## config.mk

```make
export PLATFORM = sky130hd
export DESIGN_NAME = px_lane_deskew
export DESIGN_NICKNAME = d
export VERILOG_FILES = /design/src/rtl/px_lane_deskew.sv
export SDC_FILE = /design/constraint.sdc
export NUM_CORES = 1
export LEC_CHECK = 0
export BUFFER_PORTS_ARGS = -buffer_cell sky130_fd_sc_hd__clkbuf_2
export CAP_MARGIN = 20
export CORE_AREA = 8 8 266 268
export CTS_CLUSTER_DIAMETER = 120
export CTS_CLUSTER_SIZE = 24
export DETAILED_ROUTE_END_ITERATION = 10
export DIE_AREA = 0 0 274 276
export PLACE_DENSITY = 0.71
export SYNTH_ARGS = -nofsm -noshare
export SYNTH_HDL_FRONTEND = slang
export SYNTH_SLANG_ARGS = --single-unit
```

## constraint.sdc

```tcl
create_clock -name px_clk -period 3.2 [get_ports px_clk]
set_input_delay 0.32 -clock px_clk [delete_from_list [all_inputs] [get_ports px_clk]]
set_output_delay 0.32 -clock px_clk [all_outputs]
set_load 0.01 [all_outputs]
```

## src/rtl/px_lane_deskew.sv

```systemverilog
// Multi-lane line deskew: per-lane FIFOs absorb lane skew, then all enabled
// lanes are popped in lock-step for one line of ACTIVE_WIDTH words.
module px_lane_fifo #(
  parameter int PW    = 12,
  parameter int DEPTH = 16
) (
  input  logic          px_clk,
  input  logic          px_reset_n,
  input  logic          clr,
  input  logic          wr,
  input  logic          rd,
  input  logic [PW-1:0] din,
  output logic [PW-1:0] dout,
  output logic          empty,
  output logic          wr_drop
);
  localparam int AW = $clog2(DEPTH);

  logic [PW-1:0] mem [DEPTH];
  logic [AW-1:0] wp, rp;
  logic [AW:0]   cnt;
  logic          full, do_rd, do_wr;

  assign empty   = (cnt == '0);
  assign full    = (cnt == (AW+1)'(DEPTH));
  assign do_rd   = rd & ~empty;
  // A pop in the same cycle frees the slot, so write+pop on a full FIFO is fine.
  assign do_wr   = wr & (~full | do_rd);
  assign wr_drop = wr & ~do_wr;
  assign dout    = mem[rp];

  always_ff @(posedge px_clk)
    if (do_wr) mem[wp] <= din;

  always_ff @(posedge px_clk or negedge px_reset_n)
    if (!px_reset_n) begin
      wp  <= '0;
      rp  <= '0;
      cnt <= '0;
    end else if (clr) begin
      wp  <= '0;
      rp  <= '0;
      cnt <= '0;
    end else begin
      if (do_wr) wp <= wp + AW'(1);
      if (do_rd) rp <= rp + AW'(1);
      cnt <= cnt + {{AW{1'b0}}, do_wr} - {{AW{1'b0}}, do_rd};
    end
endmodule

module px_lane_deskew #(
  parameter int D     = 4,
  parameter int PW    = 12,
  parameter int DEPTH = 16
) (
  input  logic          px_clk,
  input  logic          px_reset_n,
  input  logic [15:0]   ACTIVE_WIDTH,
  input  logic [D-1:0]  lane_mask,
  input  logic          stream_on_in,
  input  logic          err_clr,
  input  logic [D*PW-1:0] px_data_in,
  input  logic [D-1:0]  px_en_in,
  input  logic [D-1:0]  px_vs_in,
  output logic [D*PW-1:0] sen_dout,
  output logic          sen_en_out,
  output logic          sen_vs_out,
  output logic [15:0]   line_cnt_out,
  output logic          ovf_err_out,
  output logic          udf_err_out
);
  typedef enum logic [2:0] {IDLE, ARMED, WAIT_LINE, OUTPUT, FLUSH} state_t;

  state_t state, state_nxt;
  logic   vs_all, vs_any, vs_all_q, all_ready, pop, fifo_clr;
  logic   start_frame, line_start, line_end, to_flush;
  logic [15:0] words_left;
  logic [D-1:0] wr, empty, wr_drop;
  logic [D-1:0][PW-1:0] head, dout_nxt;

  assign vs_all    = &(px_vs_in | ~lane_mask);
  assign vs_any    = |(px_vs_in & lane_mask);
  assign all_ready = ~|(empty & lane_mask);
  assign pop       = (state == OUTPUT);
  assign fifo_clr  = start_frame | (state == FLUSH);

  for (genvar i = 0; i < D; i++) begin : g_lane
    assign wr[i] = px_en_in[i] & lane_mask[i] & ((state == WAIT_LINE) | (state == OUTPUT));
    // Masked lanes are held in clear so they never report data or errors.
    px_lane_fifo #(.PW(PW), .DEPTH(DEPTH)) u_fifo (
      .px_clk     (px_clk),
      .px_reset_n (px_reset_n),
      .clr        (fifo_clr | ~lane_mask[i]),
      .wr         (wr[i]),
      .rd         (pop & lane_mask[i]),
      .din        (px_data_in[PW*i +: PW]),
      .dout       (head[i]),
      .empty      (empty[i]),
      .wr_drop    (wr_drop[i])
    );
    assign dout_nxt[i] = (pop & lane_mask[i] & ~empty[i]) ? head[i] : '0;
  end

  always_comb begin
    state_nxt   = state;
    start_frame = 1'b0;
    line_start  = 1'b0;
    line_end    = 1'b0;
    to_flush    = 1'b0;
    unique case (state)
      IDLE:      if (stream_on_in && lane_mask != '0) state_nxt = ARMED;
      ARMED:
        if (!stream_on_in) state_nxt = IDLE;
        else if (vs_all && !vs_all_q) begin
          state_nxt   = WAIT_LINE;
          start_frame = 1'b1;
        end
      WAIT_LINE:
        if (!vs_any) begin
          state_nxt = FLUSH;
          to_flush  = 1'b1;
        end else if (all_ready) begin
          state_nxt  = OUTPUT;
          line_start = 1'b1;
        end
      OUTPUT:
        if (words_left == 16'd1) begin
          state_nxt = WAIT_LINE;
          line_end  = 1'b1;
        end
      FLUSH:     state_nxt = stream_on_in ? ARMED : IDLE;
      default:   state_nxt = IDLE;
    endcase
  end

  always_ff @(posedge px_clk or negedge px_reset_n)
    if (!px_reset_n) begin
      state        <= IDLE;
      vs_all_q     <= 1'b0;
      words_left   <= '0;
      sen_dout     <= '0;
      sen_en_out   <= 1'b0;
      sen_vs_out   <= 1'b0;
      line_cnt_out <= '0;
      ovf_err_out  <= 1'b0;
      udf_err_out  <= 1'b0;
    end else begin
      state      <= state_nxt;
      vs_all_q   <= vs_all;
      sen_dout   <= dout_nxt;
      sen_en_out <= pop;
      if (line_start)  words_left <= (ACTIVE_WIDTH == '0) ? 16'd1 : ACTIVE_WIDTH;
      else if (pop)    words_left <= words_left - 16'd1;
      if (start_frame) sen_vs_out <= 1'b1;
      else if (to_flush) sen_vs_out <= 1'b0;
      if (start_frame) line_cnt_out <= '0;
      else if (line_end && line_cnt_out != 16'hFFFF) line_cnt_out <= line_cnt_out + 16'd1;
      // New error events win over a same-cycle clear.
      ovf_err_out <= (|wr_drop) | (ovf_err_out & ~err_clr);
      udf_err_out <= (pop & |(empty & lane_mask)) | (udf_err_out & ~err_clr);
    end
endmodule

```

# Yosys cells after proc, flatten, opt, wreduce, memory -nomap -nowiden
# Memories as Yosys holds them, arrays and structs flattened.
# Index checks and enable logic that the tools add are counted.
dict set report totals {
  word_cells 201
  ramBits 768
  mem_count 4
  regBits 140
}
dict set report classes {
  n_reduce_logical 27
  n_addsub 18
  eq_ne 14
  bitwise 60
  muxes 57
}
# memory words word_bits read_ports rd_ports_with_merged_regs write_ports line_no
set mem_list {}
lappend mem_list {{g_lane[0].u_fifo.mem} 16 12 1 0 1 19} ;# logic [PW-1:0] mem [DEPTH];
lappend mem_list {{g_lane[1].u_fifo.mem} 16 12 1 0 1 19}
lappend mem_list {{g_lane[2].u_fifo.mem} 16 12 1 0 1 19}
lappend mem_list {{g_lane[3].u_fifo.mem} 16 12 1 0 1 19}
# cell count
set op_table {}
lappend op_table {{$mux W16} 5}
lappend op_table {{$mux W4} 16}
lappend op_table {{$mux W12} 4}
lappend op_table {{$add A4 B1 Y4 const B} 8}
lappend op_table {{$and A1 B1 Y1} 27}
lappend op_table {{$reduce_bool A2 Y1} 11}
lappend op_table {{$mux W1} 21}
lappend op_table {{$add A5 B1 Y5} 4}
lappend op_table {{$eq A5 B5 Y1 const B} 4}
lappend op_table {{$logic_not A5 Y1} 4}
lappend op_table {{$mux W5} 4}
lappend op_table {{$sub A5 B1 Y5} 4}
lappend op_table {{$mux W3} 6}
lappend op_table {{$not A1 Y1} 17}
lappend op_table {{$add A16 B1 Y16 const B} 1}
lappend op_table {{$eq A16 B1 Y1 const B} 1}
lappend op_table {{$logic_not A16 Y1} 1}
lappend op_table {{$ne A16 B16 Y1 const B} 1}
lappend op_table {{$sub A16 B1 Y16 const B} 1}
lappend op_table {{$pmux W3 S5} 1}
lappend op_table {{$or A1 B1 Y1} 12}
lappend op_table {{$reduce_or A4 Y1} 3}
lappend op_table {{$and A4 B4 Y4} 2}
lappend op_table {{$reduce_and A4 Y1} 2}
lappend op_table {{12 further kinds} 16}

# Depth between registers and ports, before layout
dict set report depth {
  ltp_word 10
  ltp_mapped 14
  mapped_depth_nobuf 14
}

# Hierarchy
# A second synthesis with hierarchy kept.
dict set report hier_totals {
  cells_unflattened 2178
  hier_area_um2 37234.5
}
# mod area_per_inst_um2 instances seq_area_each_um2 cells_each
set modules_own_cells {}
lappend modules_own_cells {{px_lane_fifo (g_lane[1].u_fifo ...)} 8289.2 3 6090.8 450}
lappend modules_own_cells {{px_lane_fifo (g_lane[0].u_fifo)} 8399.3 1 6090.8 450}
lappend modules_own_cells {px_lane_deskew 3967.6 1 2202.1 378}

# Worst setup path after synthesis
# No wires, ideal clock.
dict set report synth_timing {
  path_kind {reg2reg}
  from {register g_lane[3].u_fifo.cnt[3]}
  to {register g_lane[3].u_fifo.cnt[4]}
  arrival_ns 2.748
  path_stages_with_launch 15
  required_time_ns 3.122
  synth_period_minus_slack_ns 2.826
  setup_slack_ns 0.374
  setup_time_ns 0.078
  n_path_buf 0
  cell_sequence {dfrtp_1 > inv_1 > ha_1 > or4b_2 > nand3_1 > or2_2 > nand2_1 > ha_1 > inv_1 > fa_1 > inv_1 > a21oi_1 > nor2_1 > or3_1 > a21oi_1}
}
dict set report synth_between {
  elab_chain_cells 8
  elab_cells_between_ends 10
  classes_between {2 x add/sub; 1 x eq/ne; 1 x mux; 5 x bitwise; 1 x reduce/logical}
}
# element line_no
set synth_rtl {}
lappend synth_rtl {{start, declared} 21} ;# logic [AW:0] cnt;
lappend synth_rtl {{start signal, assigned} 47} ;# cnt <= cnt + {{AW{1'b0}}, do_wr} - {{AW{1'b0}}, do_rd};
lappend synth_rtl {{$logic_not A5 Y1} 24} ;# assign empty = (cnt == '0);
lappend synth_rtl {{$not A1 Y1} 26} ;# assign do_rd = rd & ~empty;
lappend synth_rtl {{$and A1 B1 Y1} 26}
lappend synth_rtl {{$or A1 B1 Y1} 28} ;# assign do_wr = wr & (~full | do_rd);
lappend synth_rtl {{$and A1 B1 Y1} 28}
lappend synth_rtl {{$add A5 B1 Y5} 47}
lappend synth_rtl {{$sub A5 B1 Y5 *} 47}
lappend synth_rtl {{$mux W5 *} 40} ;# end else if (clr) begin
# Every way passes the cells marked *; elsewhere a longest branch is shown, timed or not.
# A chain may end at the register's enable or synchronous reset.

# Final worst setup path
# Same ends and word-level chain as after synthesis.

==> impl_metrics.tcl <==
set metrics [dict create \
    wl_per_cell_um 25.11 \
    synth_xor_area_share_pct 1.236 \
    status "finished, final reports clean" \
    clk_latency_ns 0.60 \
    synthAdderAreaFrac_pct 1.710 \
    dp_cells 2880 \
    start_util_pct 54.31 \
    htreeDepth 2 \
    fin_hold_ws_ns 0.03323 \
    num_rows 95 \
    synth_top_family_by_area "multiplexers" \
    finalClockSkew_ns 0.02008 \
    nFillCells 4749 \
    setup_slack_ns 0.2305 \
    synthMuxAreaShare_pct 15.03 \
    p_int_mw 18.61 \
    p_sw_mw 6.148 \
    start_kind "flip-flop" \
    syn_area_um2 36150 \
    pwr-share-seq_pct 54.9 \
    critical_path_class "reg -> reg" \
    wirelength_um 74880 \
    tns_ns 0 \
    timing.critical_path.mode_cell "inv_1" \
    die_w_um 274 \
    syn_nets 1978 \
    clock_path_buffers 3 \
    synth_edf_count 768 \
    grt_pass1_wl_um 114900 \
    first_iter_violations 1344 \
    syn_to_final_growth_pct 10.93 \
    slew_viol_final 0 \
    layout.nets 2194 \
    power_density_nw_per_um2 617.3 \
    grtUsageTotal_pct 19.82 \
    rsz0062_at_grt "no" \
    gp_congestion 0.8623 \
    fin_crit_ns 2.969 \
    grt_pass1_vias 18623 \
    die_h_um 276 \
    hold_class "in -> reg" \
    viasPerCell 5.986 \
    worstPathRequired_ns 3.72 \
    worst_slew_pin_slew_ns 0.9822 \
    async_reset_ff_share_pct 15.42 \
    seqCellArea_um2 26590 \
    p_comb_share_pct 20.2 \
    syn_inst 1851 \
    cts_sinks 908 \
    die-area_um2 75620 \
    dpl_cell_area_um2 38660 \
    ir_drop_uv 486.5 \
    crit_path_end_kind "flip-flop" \
    finalHoldViolations 0 \
    drtAntennaViolNets 0 \
    io_buffers 147 \
    vias 17851 \
    yosys.area_share.simple_pct 5.382 \
    fin_cells 2982 \
    max-cap-violations 0 \
    multi_input_area_um2 9146 \
    slew_headroom_pct 34.52 \
    ys_seq_area_share_pct 73.48 \
    p_clk_share_pct 24.9 \
    fp.coreArea_um2 66560 \
    grt-ovfl-total 0 \
    clk_pin_slew_ns 0.09 \
    cts_tree "done" \
    syn_area_per_cell_um2 19.53 \
    synth_warnings 0 \
    p_leak_nw 13.44 \
    ios 148 \
    drtPass1Iterations 5 \
    synth_compound_area_share_pct 1.509 \
    final_common_cell "edfxtp_1" \
    max_freq_mhz 336.8 \
    synth_flop_cell "edfxtp_1" \
    antenna_found_initial 13 \
    max_stage_delay_ns 0.64 \
    cp_slowest_cell "or4b_2" \
    dpl_worst_slack_ns 0.2764 \
    ys_ff_latch 908 \
    cts_root_buffer "clkbuf_16" \
    drc 0 \
    grt_start_max_net_pins 61 \
    crit_arrival_ns 3.49 \
    crit_path_cell_trace "inv_1, ha_1, or4b_2, nand3_1, or2_2, nand2_1, ha_1, inv_1, fa_1, inv_1, a21oi_1, nor2_1, or3_1, a21oi_1" \
    hpwlAfterDp_um 47550 \
    path_max_fanout 3 \
    cts_made_buffers 43 \
    final_area_um2 40100 \
    setup_viol 0 \
    cp_top_family "simple AND/OR/NAND/NOR gates" \
    synth_cell_types 58 \
    layout-drive-gt1-share_pct 27.46 \
    timing.critical_path.buf_inv 3 \
    switching_share_pct 24.84 \
    layout_common_cells "edfxtp_1, mux4_2, clkbuf_2" \
    period_share_pct 92.80 \
]
==> worst register-to-register path, stage by stage, from the launching register on <==
cell and delay [ns]:
dfrtp_1 0.40, inv_1 0.09, ha_1 0.16, or4b_2 0.64, nand3_1 0.14, or2_2 0.15, nand2_1 0.06, ha_1 0.19
inv_1 0.08, fa_1 0.21, inv_1 0.05, a21oi_1 0.16, nor2_1 0.07, or3_1 0.34, a21oi_1 0.14
==> per-stage QoR <==
| step | total power, mW | util, % |
|---|---|---|
| after floorplan | 17.35 | - |
| after global placement | 18.79 | 58.08 |
| after detailed placement | 18.93 | 58.08 |
| after CTS | 25.06 | 60.21 |
| after global routing | 25.82 | 60.23 |
| final | 24.75 | 60.25 |
==> power groups by stage <==
stage,Clock [mW],Combinational (mW),Sequential (mW)
global placement,0,4.93,13.9
finish,6.17,4.99,13.6
CTS,6.35,5.09,13.6
detailed placement,0,5.04,13.9
floorplan,0,3.62,13.7
global route,6.72,5.43,13.7
==> state kept, by name, summed over array words and instances, names as in the netlist, 3 cells and up <==
name               flops
g_lane.u_fifo.mem    768
g_lane.u_fifo.wp      16
sen_dout              48
g_lane.u_fifo.rp      16
line_cnt_out          16
state                  3
words_left            16
g_lane.u_fifo.cnt     20
==> area by class of cell <==
cell class | instances | area share, %
Antenna cell | 8 | 0.04992
Multi-Input combinational cell | 789 | 22.81
Timing Repair Buffer | 261 | 4.346
Clock buffer | 79 | 3.179
Tap cell | 873 | 2.724
Inverter | 64 | 0.5990
Sequential cell | 908 | 66.29
==> cell families after synthesis <==
kind of cell | count (synthesis)
AO/OA/AOI/OAI | 85
XOR/XNOR | 51
adder cells (fa/ha/maj) | 47
buffers and inverters | 154
flip-flops | 908
multiplexers | 243
AND/OR/NAND/NOR | 363
==> cells in the mapped netlist (all sizes together) (3+ instances only) <==
cell type / n / share of area, %
or2: 5 / 0.087
edfxtp: 768 / 64
nand3: 23 / 0.32
clkbuf: 70 / 0.73
or4b: 3 / 0.083
nor3: 20 / 0.28
a221o: 4 / 0.11
dfrtp: 140 / 9.7
ha: 43 / 1.5
nand4b: 5 / 0.12
nor2b: 27 / 0.47
mux4: 240 / 15
nor4b: 5 / 0.12
nand4: 17 / 0.29
nor2: 95 / 0.99
inv: 61 / 0.63
a21o: 5 / 0.10
or4: 4 / 0.083
nand2: 49 / 0.51
or3: 9 / 0.16
nand4bb: 3 / 0.093
mux2i: 3 / 0.083
xor2: 25 / 0.61
xnor2: 26 / 0.63
buf: 20 / 0.25
nor3b: 5 / 0.10
nand2b: 4 / 0.069
a21oi: 27 / 0.37
o2111ai: 3 / 0.073
and2: 45 / 0.78
o22a: 3 / 0.073
nor4: 29 / 0.50
o31ai: 3 / 0.062
and3: 9 / 0.16
fa: 4 / 0.22
clkinv: 3 / 0.031
o21ai: 22 / 0.30
==> path summary, 6_finish.rpt <==
kind | slack (ns) | to | cells past startpoint | startpoint
hold reg to reg | 0.54 | line_cnt_out[15]$_DFFE_PN0P_ | 1 | line_cnt_out[15]$_DFFE_PN0P_
hold / removal | 0.03 | words_left[8]$_DFFE_PN0P_ | 3 | ACTIVE_WIDTH[8]
min in group asynchronous | 0.27 | sen_dout[4]$_DFF_PN0_ | 2 | px_reset_n
setup / recovery | 0.23 | g_lane[3].u_fifo.cnt[4]$_DFF_PN0_ | 14 | g_lane[3].u_fifo.cnt[3]$_DFF_PN0_
setup reg to reg | 0.23 | g_lane[3].u_fifo.cnt[4]$_DFF_PN0_ | 14 | g_lane[3].u_fifo.cnt[3]$_DFF_PN0_
max in group asynchronous | 2.05 | g_lane[0].u_fifo.rp[1]$_DFFE_PN0P_ | 3 | px_reset_n
==> repair_timing <==
action / in CTS / in global routing
hold endpoints to repair: 71 / 0
setup buffers: 0 / 0
gates resized for setup: 0 / 0
hold buffers: 14 / 0
endpoints found under the setup margin: 0 / 0
==> per-layer routing <==
| layer | GRT usage (%) | vias to the layer above | part of all wire, % |
|---|---|---|---|
| met5 | 0 | - | 0.071 |
| met4 | 4.148 | 8 | 1.9 |
| met3 | 3.505 | 106 | 5.9 |
| met2 | 33.15 | 492 | 51 |
| met1 | 27.45 | 9467 | 41 |
| li1 | - | 7778 | - |
Note: power is estimated with default switching activity, not from simulation.
